==> src/rtl/avalon_input_pio_dbnc.sv <==
// Avalon-MM input PIO: sync, optional debounce (PIO_DEBOUNCE_EN), edge capture, irq.
// EDGE_CAP is write-1-to-clear; a new edge in the clearing cycle keeps the bit set.
module avalon_input_pio_dbnc #(
  parameter int W           = 2,
  parameter int SYNC_STAGES = 2,
  parameter int DBNC_CYCLES = 50000,
  parameter int CNT_W       = 16
) (
  input  logic          clk,
  input  logic          reset_n,
  input  logic          chipselect,
  input  logic [2:0]    address,
  input  logic          write_n,
  input  logic [31:0]   writedata,
  output logic [31:0]   readdata,
  input  logic [W-1:0]  in_port,
  output logic          irq
);

  if (W < 1 || W > 32) begin : g_bad_w
    $error("W must be 1..32");
  end
  if (SYNC_STAGES < 2) begin : g_bad_sync
    $error("SYNC_STAGES must be >= 2");
  end
  if (CNT_W < 1 || CNT_W > 30 || (2 ** CNT_W) <= DBNC_CYCLES || DBNC_CYCLES < 1) begin : g_bad_cnt
    $error("need 2**CNT_W > DBNC_CYCLES >= 1");
  end

  logic [W-1:0]  sync_q [SYNC_STAGES];
  logic [W-1:0]  sync_d [SYNC_STAGES];
  logic [W-1:0]  s;
  logic [W-1:0]  filt_q, filt_d;
  logic [W-1:0]  prev_q;
  logic [W-1:0]  rise_en_q, rise_en_d;
  logic [W-1:0]  mask_q, mask_d;
  logic [W-1:0]  cap_q, cap_d;
  logic [W-1:0]  fall_en_q, fall_en_d;
  logic [31:0]   readdata_q, readdata_d;
  logic [W-1:0]  rise, fall, ev, w1c, wd;
  logic          we;
  logic          unused_wd;

  assign unused_wd = ^writedata;
  assign s         = sync_q[SYNC_STAGES-1];
  assign wd        = writedata[W-1:0];
  assign we        = chipselect && !write_n;

  always_comb begin
    sync_d[0] = in_port;
    for (int i = 1; i < SYNC_STAGES; i++) begin
      sync_d[i] = sync_q[i-1];
    end
  end

  always_ff @(posedge clk or negedge reset_n) begin
    if (!reset_n) begin
      sync_q <= '{default: '0};
    end else begin
      sync_q <= sync_d;
    end
  end

`ifdef PIO_DEBOUNCE_EN
  logic [CNT_W-1:0] cnt_q [W];
  logic [CNT_W-1:0] cnt_d [W];

  // Counter only runs while s disagrees with filt, so it cannot pass DBNC_CYCLES-1
  always_comb begin
    filt_d = filt_q;
    for (int k = 0; k < W; k++) begin
      cnt_d[k] = '0;
      if (s[k] != filt_q[k]) begin
        if (cnt_q[k] == CNT_W'(DBNC_CYCLES - 1)) begin
          filt_d[k] = s[k];
        end else begin
          cnt_d[k] = cnt_q[k] + 1'b1;
        end
      end
    end
  end

  always_ff @(posedge clk or negedge reset_n) begin
    if (!reset_n) begin
      cnt_q <= '{default: '0};
    end else begin
      cnt_q <= cnt_d;
    end
  end
`else
  always_comb begin
    filt_d = s;
  end
`endif

  assign rise = filt_q & ~prev_q;
  assign fall = ~filt_q & prev_q;
  assign ev   = (rise & rise_en_q) | (fall & fall_en_q);
  assign w1c  = (we && address == 3'd3) ? wd : '0;

  always_comb begin
    rise_en_d = rise_en_q;
    mask_d    = mask_q;
    fall_en_d = fall_en_q;
    if (we) begin
      case (address)
        3'd1:    rise_en_d = wd;
        3'd2:    mask_d    = wd;
        3'd4:    fall_en_d = wd;
        default: ;
      endcase
    end
    cap_d = ev | (cap_q & ~w1c);
    case (address)
      3'd0:    readdata_d = 32'(filt_q);
      3'd1:    readdata_d = 32'(rise_en_q);
      3'd2:    readdata_d = 32'(mask_q);
      3'd3:    readdata_d = 32'(cap_q);
      3'd4:    readdata_d = 32'(fall_en_q);
      default: readdata_d = '0;
    endcase
  end

  always_ff @(posedge clk or negedge reset_n) begin
    if (!reset_n) begin
      filt_q     <= '0;
      prev_q     <= '0;
      rise_en_q  <= '1;
      mask_q     <= '0;
      cap_q      <= '0;
      fall_en_q  <= '0;
      readdata_q <= '0;
    end else begin
      filt_q     <= filt_d;
      prev_q     <= filt_q;
      rise_en_q  <= rise_en_d;
      mask_q     <= mask_d;
      cap_q      <= cap_d;
      fall_en_q  <= fall_en_d;
      readdata_q <= readdata_d;
    end
  end

  assign readdata = readdata_q;
  assign irq      = |(cap_q & mask_q);

endmodule

==> config.mk <==
export PLATFORM = sky130hd
export DESIGN_NAME = avalon_input_pio_dbnc
export DESIGN_NICKNAME = d
export VERILOG_FILES = /design/src/rtl/avalon_input_pio_dbnc.sv
export SDC_FILE = /design/constraint.sdc
export NUM_CORES = 1
export LEC_CHECK = 0
export BUFFER_PORTS_ARGS = -buffer_cell sky130_fd_sc_hd__buf_2
export CAP_MARGIN = 20
export CORE_MARGIN = 2
export CORE_UTILIZATION = 30
export CTS_BUF_LIST = sky130_fd_sc_hd__clkbuf_8
export CTS_CLUSTER_DIAMETER = 200
export DETAILED_ROUTE_END_ITERATION = 7
export GPL_ROUTABILITY_DRIVEN = 0
export MAX_ROUTING_LAYER = met4
export PLACE_DENSITY = 0.68
export SYNTH_ARGS = -nofsm -noshare
export SYNTH_HDL_FRONTEND = slang
export SYNTH_SLANG_ARGS = --single-unit
==> constraint.sdc <==
create_clock -name clk -period 2.1 [get_ports clk]
set_input_delay 0 -clock clk [delete_from_list [all_inputs] [get_ports clk]]
set_output_delay 0 -clock clk [all_outputs]
set_load 0.01 [all_outputs]
# Word level (Yosys, flattened, before mapping)
# Index checks and enable logic that the tools add are counted.
[totals]
ff_bits = 48
output_inout_bits = 33
wordCells = 34
[classes]
eq_ne = 4
mux = 2
bitwise = 11
n_reduce_logical = 8
[op_table]
columns = ["cell", "count"]
rows = [
  ["AND 2 bit", 6],
  ["one-hot mux 2 bit (5 select lines)", 1],
  ["== test 3 x 2 -> 1 bit (second input constant)", 2],
  ["inverter 2 bit", 3],
  ["AND reduction 2 bit", 3],
  ["bitwise OR 2 bit", 2],
  ["== test 3 x 1 -> 1 bit (second input constant)", 1],
  ["== test 3 bit (second input constant)", 1],
  ["zero test 3 bit", 1],
  ["logical AND 1 bit", 2],
  ["2-to-1 mux 2 bit", 1],
  ["OR reduction 2 bit", 1],
  ["zero test 1 bit", 1],
]

# Depth between registers and ports, before layout
# Gate-level depths: netlist (run 1).
[logic_depth]
word_depth = 7
mapped_depth = 4

# Worst setup path after synthesis (run 1)
# Ideal clock, no wire load.
[synth_timing]
path_kind = "register to register"
startpoint = "register filt_q[1]"
endpoint = "register readdata_q[1] (netlist: readdata[1])"
arrival_ps = 947
required_ps = 1974
setup_slack_ps = 1027
path_stages_with_launch = 4
path_buffers = 0
period_less_slack_ps = 1073
cell_sequence = "dfrtp_1 -> mux4_1 -> inv_1 -> o21ai_0"
[synth_via]
elab_chain_cells = 1
[synth_lines]
columns = ["element", "line", "text"]
rows = [
  ["from (decl)", "33", "logic [W-1:0] filt_q, filt_d;"],
  ["from (signal assigned)", "134", "filt_q <= filt_d;"],
  ["one-hot mux 2 bit (5 select lines)", "114", "case (address)"],
  ["net readdata_d[1]", "39", "logic [31:0] readdata_q, readdata_d;"],
  ["to (signal assigned)", "140", "readdata_q <= readdata_d;"],
  ["to (decl)", "39", ""],
]
# The timed path passes the listed nets, and every way through them passes these cells.
# A chain may end at the register's enable or synchronous reset.

# Worst setup path in the final report (run 1)
[layout_timing]
startpoint = "register mask_q[1]"
endpoint = "register readdata_q[1] (netlist: readdata[1])"
[layout_via]
elab_chain_cells = 1
[layout_lines]
columns = ["element", "line", "text"]
rows = [
  ["from (decl)", "36", "logic [W-1:0] mask_q, mask_d;"],
  ["from (signal assigned)", "137", "mask_q <= mask_d;"],
  ["one-hot mux 2 bit (5 select lines)", "114", ""],
  ["net readdata_d[1]", "39", ""],
]
# The timed path passes the listed nets, and every way through them passes these cells.

==> metrics.txt, run 1 <==
CORE AREA=3078 um2; mux cell area share after synthesis=between 10% and 20%; CP Capture Type=register; crit path DAT=around 1.3 ns; Synth Cell Area=970.9 um2; die span in y=just over 60 um; Starting Density=31.54%; final setup fails=0; Yosys top cell by area=dfrtp_1; Hold Path Class=in2reg; Final Hold Fails=0; crit path max-delay cell type=mux4_1; register area=around 450 um2; Post-synth top cells=30 x buf_4, 16 x dfrtp_1, 4 x mux2_2, 4 x nand2_1, 4 x nor2_1; Peak Freq=880.5 MHz; most common cell in the netlist=buf_4; Unique masters post-synth=24; dpl hpwl=between 1000 and 1500 um; Routed WL per cell=between 9 and 10 um; fin cells=147; status=completed; placed insts=140; DR DRC count=0; DIE AREA=around 3700 um2; number of synthesized register bits=18; Avg Inst Size Synth=roughly 11 um2; Iteration-0 DRC Markers=2; post-synthesis simple-gate area fraction=between 10 and 15%; first-pass GRT wire length=about 2400 um; Clock Skews=slightly above 0.006 ns; CTS tree=done; I/O pin count=74; DRT Wirelength=approximately 1400 um; Final Core Density=about a third; Startpoint Class=register; remaining global-route overflow=0; worst path required time=between 2 and 2.5 ns; Synth Area in XOR/XNOR=0%; sequential-to-total area share from yosys stat=46.65%; number of H-tree levels=1; CP max stage delay=approximately 0.49 ns; DR vias=between 500 and 600; Final #Nets=around 150; largest family of logic cells by synthesized area=buffers and inverters; maximum vdd drop=0.0004793 V; RSZ-0062 raised after global routing=false; port buffer count=13; worst-path cell chain=mux4_1, inv_1, o21ai_0; footprint of the multi-input gates=around 390 um2; main area contributors after synthesis=dfrtp_1 41%, buf_4 23%, dfstp_2 5.4%; CP max FO=3; All-Layer GR Usage=under 10%; share of the synthesized area in the top cell type=41.24%; Setup TNS=0 ns; number of global-route vias before repair=509; CP top delay family=multiplexers; chip width=slightly above 60 um; total clock sinks=18; share of layout cells above drive strength 1=between 20 and 30%; largest net degree at the start of global routing=19; fin. max-slew vios=0; Detail Route Antenna Nets=0; Async S/R FF share, synth=100.0%; Yosys warning total=0; area growth from synthesis to layout=7.990%; initial antenna violation count=0; Synth Area in Compound Gates=roughly 6.4%; Final Total Pwr=between 800 and 900 uW; number of antenna cells inserted=0; DR vias/cell=around 3.9; total power divided by cell area=between 800 and 900 nW/um2; CP Class=reg2reg; Main synth FF type=dfrtp_1; CP Buf/Inv Count=1; Mapped Cells=85; Leak=approximately 0.51 nW; Post-synth EDFFs=0; Reg clk slew, reported paths=0.07 ns; Skew-Pair Late Insertion Delay=around 0.26 ns; TritonRoute pass-1 iters=3; min Tclk post-route=approximately 1.1 ns; CTS max path bufs=2; root buf cell=clkbuf_8; Post-Synth Adder-Cell Area=0%; CTS Buf Count=3; Max Cap Viol=0; number of cell rows=20; Filler Cell Count=330; Final Cycle Share=between 50 and 60%
layer usage:
metal / share of wire (%) / track usage, %
met2: 48 / 15.36
met3: 9.2 / 4.478
met4: 1.2 / 2.795
met5: 0 / -
met1: 42 / 9.788
cell usage in the layout, fill, tap and decap left out, types with 2 or more instances in the layout:
cell | Yosys | layout
dlygate4sd3_1 | 0 | 3
a21o_1 | 2 | 2
clkbuf_8 | 0 | 4
dfrtp_1 | 16 | 16
nand2_1 | 4 | 4
mux2_1 | 2 | 2
nor2_1 | 4 | 4
nand3_1 | 3 | 3
nand3b_1 | 2 | 2
conb_1 | 1 | 30
o21ai_0 | 3 | 3
mux2_2 | 4 | 4
buf_2 | 0 | 13
dfstp_2 | 2 | 2
worst register-to-register path, delay by kind of cell, from the launching register on:
family          cells  cell delay (ns)
compound gates      1             0.07
buf+inv             1             0.06
mux                 1             0.49
flops               1             0.40
kinds of logic after synthesis:
group	Yosys count
compound gates	9
buf+inv	32
flops	18
mux	8
other cells	1
simple gates	17
per-stage QoR:
| stage | cell area [um2] | hold slack [ns] | worst slack (ns) |
|---|---|---|---|
| after floorplan | 1080 | -0.2956 | 1.027 |
| after global placement | 963.4 | -0.06028 | 0.9903 |
| after detailed placement | 963.4 | -0.04721 | 0.9811 |
| after CTS | 1049 | 0.009035 | 0.9708 |
| after global routing | 1049 | 0.007773 | 0.9005 |
| final | 1049 | 0.01196 | 0.9643 |
flip-flops by register name, summed over array words and instances (netlist names):
| signal | flops |
|---|---|
| cap_q | 2 |
| prev_q | 2 |
| filt_d | 2 |
| sync_d | 2 |
| rise_en_q | 2 |
| fall_en_q | 2 |
| readdata | 2 |
| filt_q | 2 |
| mask_q | 2 |
final timing paths:
| path | startpoint | end | slack (ns) | cells after the start |
|---|---|---|---|---|
| worst max register to register | mask_q[1] | readdata[1] | 0.96 | 3 |
| worst max-delay path | mask_q[1] | readdata[1] | 0.96 | 3 |
| worst min-delay path | address[0] | readdata[0] | 0.01 | 2 |
| min in group asynchronous | reset_n | fall_en_q[1] | 0.19 | 2 |
| worst min register to register | sync_d[1] | filt_d[1] | 0.35 | 0 |
| max in group asynchronous | reset_n | rise_en_q[0] | 1.59 | 2 |
final cells by class:
type,count,share of cell area [%]
flip-flops and latches,18,43.20
clock buffers,4,5.251
inverters,1,0.3580
repair buffers,16,9.069
multi-input cells,64,36.87
well taps,44,5.251
power breakdown:
| part | switching, mW | internal, mW |
|---|---|---|
| clock network | 0.118 | 0.167 |
| logic | 0.0742 | 0.0640 |
| registers | 0.0284 | 0.398 |
what timing repair did:
action                     CTS  global route
gates resized for setup      0             0
hold endpoints to repair    20             0
setup endpoints to repair    0             0
hold buffers                 3             0
buffers inserted             0             0
Power figures use the tool's default switching activity.
==> run 2, diff against run 1 <==
==> constraint.sdc (replaced) <==
create_clock -name clk -period 1.1 [get_ports clk]
set_input_delay 0 -clock clk [delete_from_list [all_inputs] [get_ports clk]]
set_output_delay 0 -clock clk [all_outputs]
set_load 0.01 [all_outputs]
==> run 2 against run 1 <==
  * Register-to-register slack lost 0.96 ns
  * Hold slack better by 0.0019 ns
  * First-iteration DRC count rose to 5.0 times the previous value
  * Combinational power grew 120%
  * Via count is 3.5% higher
  * Non-clock buffer count up 3
  * Sequential cell count did not move
  * Cell count increased by 2.0%
  * Critical path type unchanged
==> metrics.txt, run 2 (synthesized netlist as in run 1, its figures left out) <==
commonest non-fill, non-tap cell in the layout=conb_1; initial antenna violation count=0 (unchanged); CP Class=reg2reg; chip width=60.89 um (unchanged); CP Capture Type=register; Final Cycle Share=99.36% (+45 points); worst-path cell chain=mux4_2, inv_2, o21ai_1; status=completed; number of H-tree levels=1 (unchanged); RSZ-0062 raised after global routing=true; total clock sinks=18 (unchanged); CP max FO=2 (-1); Skew-Pair Late Insertion Delay=0.26 ns (about the same); maximum vdd drop=0.0006398 V (+33%); most frequent cells in the layout=30 x conb_1, 16 x dfrtp_1, 13 x buf_2; die span in y=60.89 um (unchanged); Hold Path Class=in2reg; Detail Route Antenna Nets=0 (unchanged); area growth from synthesis to layout=10.70%; first-pass GRT wire length=2352 um (-0.30%); CP top delay family=multiplexers; Clock Skews=0.006702 ns (+0.0006675 ns); CTS max path bufs=2 (unchanged); dpl hpwl=1110 um (-2.3%); R2R Setup Slk=0.007 ns (-0.96 ns); worst path required time=1.25 ns (-0.99 ns); Max Cap Viol=0 (unchanged); Setup TNS=0 ns (unchanged); pre-CTS WS=-0.02009 ns (-1.001 ns); Peak Freq=914.9 MHz (+3.9%); final instance area=1075 um2 (+2.5%); DR vias=594 (+3.5%); DR vias/cell=3.960 (+1.4%); DRT Wirelength=1427 um (-1.5%); number of antenna cells inserted=0 (unchanged); CP max stage delay=0.48 ns (about the same); Worst Setup Slack, final=0.007030 ns (-0.9573 ns); Final Hold Fails=0 (unchanged); I/O pin count=74 (unchanged); number of global-route vias before repair=541 (+6.3%); Final Core Density=34.92% (+0.85 points); Area after DPL=978.4 um2 (+1.6%); Startpoint Class=register; All-Layer GR Usage=9.240% (-0.041 points); final setup fails=0 (unchanged); fin. max-slew vios=0 (unchanged); Routed WL per cell=9.513 um (-3.5%); largest net degree at the start of global routing=19 (unchanged); port buffer count=13 (unchanged); Final #Nets=148 (+2.1%); CTS tree=done; CP Buf/Inv Count=1 (unchanged); CORE AREA=3078 um2 (unchanged); Final Total Pwr=1.650 mW (+94%); TritonRoute pass-1 iters=4 (+1); share of layout cells above drive strength 1=29.25% (+4.0 points); total power divided by cell area=1536 nW/um2 (+90%); DIE AREA=3708 um2 (unchanged); DR DRC count=0 (unchanged); crit path max-delay cell type=mux4_2; remaining global-route overflow=0 (unchanged); root buf cell=clkbuf_8; Leak=0.5233 nW (+2.3%); Iteration-0 DRC Markers=10 (+8); Reg clk slew, reported paths=0.07 ns (about the same); crit path DAT=1.24 ns (-0.04 ns); number of cell rows=20 (unchanged); Starting Density=31.54% (unchanged); min Tclk post-route=1.093 ns (-0.04271 ns); CTS Buf Count=3 (unchanged)
==> run 2: per-layer routing <==
| layer | track usage (%) | vias to the layer above | part of all wire (%) |
|---|---|---|---|
| met3 | 4.478 | 2 | 10 |
| met1 | 9.934 | 283 | 42 |
| met5 | - | - | 0 |
| met4 | 2.795 | 0 | 0.91 |
| li1 | - | 270 | - |
| met2 | 15.05 | 39 | 47 |
==> run 2: stage by stage <==
stage | instances | hold slack (ns)
finish | 150 | 0.01386
global placement | 142 | -0.06011
floorplan | 114 | -0.2956
detailed placement | 142 | -0.04782
global route | 150 | 0.01543
CTS | 150 | 0.01199
==> run 2: power by group <==
group	switching, mW	total (mW)	internal, mW
Clock	0.222	0.540	0.318
Sequential	0.0532	0.813	0.760
Combinational	0.150	0.298	0.148
==> run 2: worst paths after layout <==
kind | from | end | cells past startpoint
max | cap_q[1] | readdata[1] | 3
min | address[0] | readdata[0] | 2
max in group asynchronous | reset_n | rise_en_q[1] | 2
max reg2reg | cap_q[1] | readdata[1] | 3
min reg2reg | sync_d[1] | filt_d[1] | 0
min in group asynchronous | reset_n | prev_q[0] | 2
==> run 2: final cells by class <==
type	count	area (um2)
fill	321	2003
sequential	18	452.9
tap	44	55.05
clock buffer	4	55.05
inverter	1	3.754
multi-input combinational	64	382.9
timing repair buffer	19	125.1
==> run 2: what timing repair did <==
action                                  4_1_cts  5_1_grt
resized for setup                             4        1
buffers inserted                              1        0
pin swaps                                     1        0
endpoints found under the hold margin        20        0
hold buffers                                  3        0
endpoints found under the setup margin        2        2
==> run 3, diff against run 2 <==
--- a/config.mk
+++ b/config.mk
@@ -7,6 +7,7 @@
 export LEC_CHECK = 0
 export BUFFER_PORTS_ARGS = -buffer_cell sky130_fd_sc_hd__buf_2
 export CAP_MARGIN = 20
+export CORE_ASPECT_RATIO = 1.1
 export CORE_MARGIN = 2
 export CORE_UTILIZATION = 30
 export CTS_BUF_LIST = sky130_fd_sc_hd__clkbuf_8
@@ -15,6 +16,8 @@
 export GPL_ROUTABILITY_DRIVEN = 0
 export MAX_ROUTING_LAYER = met4
 export PLACE_DENSITY = 0.68
+export RECOVER_POWER = 100
+export SLEW_MARGIN = 20
 export SYNTH_ARGS = -nofsm -noshare
 export SYNTH_HDL_FRONTEND = slang
 export SYNTH_SLANG_ARGS = --single-unit
==> run 3 against run 2 <==
  * Sequential power barely moved
  * Combinational power about the same
  * Largest power group unchanged
  * Power fell by 0.40%
  * Die area about the same
  * Cell count shrank 6.7%
  * Maximum frequency up 0.35%
  * Non-clock buffer count stayed put
  * Critical path depth is the same
  * Critical path type is now reg2out
  * Largest cell class unchanged
  * Register-to-register slack hardly changed
  * Routed wire length increased by 4.5%
  * Sequential share of layout area up 0.75 points
==> metrics.txt, run 3 (synthesized netlist as in run 1, its figures left out) <==
CTS max path bufs=2 (unchanged); final instance area=1056 um2 (-1.7%); TritonRoute pass-1 iters=3 (-1); most frequent cells in the layout=30 x conb_1, 16 x dfrtp_1, 10 x buf_2; number of cell rows=21 (+5.0%); commonest non-fill, non-tap cell in the layout=conb_1; Iteration-0 DRC Markers=13 (+3); CP Buf/Inv Count=2 (+1); fin. max-slew vios=0 (unchanged); crit path max-delay cell type=dfrtp_1; remaining global-route overflow=0 (unchanged); number of global-route vias before repair=535 (-1.1%); crit path DAT=1.09 ns (-0.15 ns); Clock Skews=0.0006795 ns (-0.006023 ns); All-Layer GR Usage=8.910% (-0.33 points); CP Capture Type=output port; Detail Route Antenna Nets=0 (unchanged); RSZ-0062 raised after global routing=true; area growth from synthesis to layout=8.763%; Final #Nets=148 (unchanged); port buffer count=13 (unchanged); Skew-Pair Late Insertion Delay=0.25 ns (about the same); root buf cell=clkbuf_8; Reg clk slew, reported paths=0.07 ns (about the same); DR vias/cell=4.207 (+6.2%); chip width=58.24 um (-4.4%); DR DRC count=0 (unchanged); die span in y=63.67 um (+4.6%); Final Hold Fails=0 (unchanged); Starting Density=31.58% (+0.039 points); number of H-tree levels=1 (unchanged); DRT Wirelength=1491 um (+4.5%); DIE AREA=3708 um2 (about the same); min Tclk post-route=1.089 ns (-0.003791 ns); I/O pin count=74 (unchanged); initial antenna violation count=0 (unchanged); Peak Freq=918.1 MHz (+0.35%); Worst path depth=3 (unchanged); status=completed; worst path required time=1.10 ns (-0.15 ns); worst-path cell chain=buf_6, a22o_1, buf_2; fin cells=140 (-6.7%); Routed WL per cell=10.65 um (+12%); Area after DPL=973.4 um2 (-0.51%); first-pass GRT wire length=2421 um (+2.9%); worst hold stages=2 (unchanged); Reg2Reg Depth=3 (unchanged); number of antenna cells inserted=0 (unchanged); CTS tree=done; Startpoint Class=register; Final Total Pwr=1.644 mW (-0.40%); total clock sinks=18 (unchanged); Max Cap Viol=0 (unchanged); dpl hpwl=1097 um (-1.2%); DR vias=589 (-0.84%); share of layout cells above drive strength 1=25.47% (-3.8 points); final setup fails=0 (unchanged); total power divided by cell area=1557 nW/um2 (+1.4%); CORE AREA=3074 um2 (-0.12%); placed insts=133 (-6.3%); maximum vdd drop=0.001057 V (+65%); Leak=0.5122 nW (-2.1%); CP top delay family=flip-flops; Hold Path Class=in2reg; CP max stage delay=0.39 ns (-0.09 ns); Final Cycle Share=99.02% (-0.34 points); largest net degree at the start of global routing=19 (unchanged); CP max FO=2 (unchanged); Post-CTS Setup Bufs=0 (-1); CTS Buf Count=3 (unchanged); CP Class=reg2out
==> run 3: cell count changes in the layout (fill, tap and decap cells not counted) <==
cell	previous run	this run
o21ai_1	1	0
clkbuf_2	0	1
buf_2	13	10
dfstp_1	0	2
clkbuf_1	0	3
buf_6	2	1
dfstp_2	2	0
o21ai_2	0	1
==> run 3: worst paths after layout <==
check	slack, ns	startpoint	endpoint
worst max register to register	0.02	mask_q[1]	readdata[1]
worst min-delay path	0.03	address[0]	readdata[0]
max in group asynchronous	0.54	reset_n	rise_en_q[1]
min in group asynchronous	0.22	reset_n	filt_d[0]
worst max-delay path	0.01	mask_q[1]	irq
worst min register to register	0.35	filt_d[1]	filt_q[1]
==> run 3: where the power goes <==
part           total [mW]  leakage, nW  internal, mW  switching, mW
registers           0.813        0.206         0.755         0.0583
logic               0.300        0.277         0.143          0.157
clock network       0.531       0.0288         0.318          0.214
==> run 3: per-stage QoR <==
| step | setup TNS [ns] | util [%] | setup WS (ns) | hold slack (ns) |
|---|---|---|---|---|
| CTS | 0 | 34.31 | 0.000008105 | 0.02183 |
| finish | 0 | 34.35 | 0.01082 | 0.02878 |
| global placement | 0 | 31.66 | 0.007736 | -0.05786 |
| global route | -0.04089 | 34.35 | -0.02099 | 0.04239 |
| detailed placement | -0.01003 | 31.66 | -0.01003 | -0.04930 |
| floorplan | 0 | - | 0.02666 | -0.2956 |
==> run 3: final cells by class <==
| class | instances | area (um2) |
|---|---|---|
| Inverter | 1 | 3.754 |
| Tap cell | 34 | 42.54 |
| Multi-Input combinational cell | 64 | 386.6 |
| Timing Repair Buffer | 19 | 115.1 |
| Clock buffer | 4 | 55.05 |
| Sequential cell | 18 | 452.9 |
| Fill cell | 301 | 2018 |
==> run 3: what timing repair did <==
item	4_1_cts	5_1_grt
pin swaps	0	0
gates resized for setup	1	4
hold buffers	3	0
setup endpoints to repair	1	2
hold endpoints to repair	20	0
==> run 3: per-layer routing <==
metal	track usage [%]	up-vias	share of wire, %
li1	-	267	-
met1	10.55	285	42
met2	14.20	37	48
met3	4.312	0	9.5
met4	0.8721	0	0
met5	-	-	0
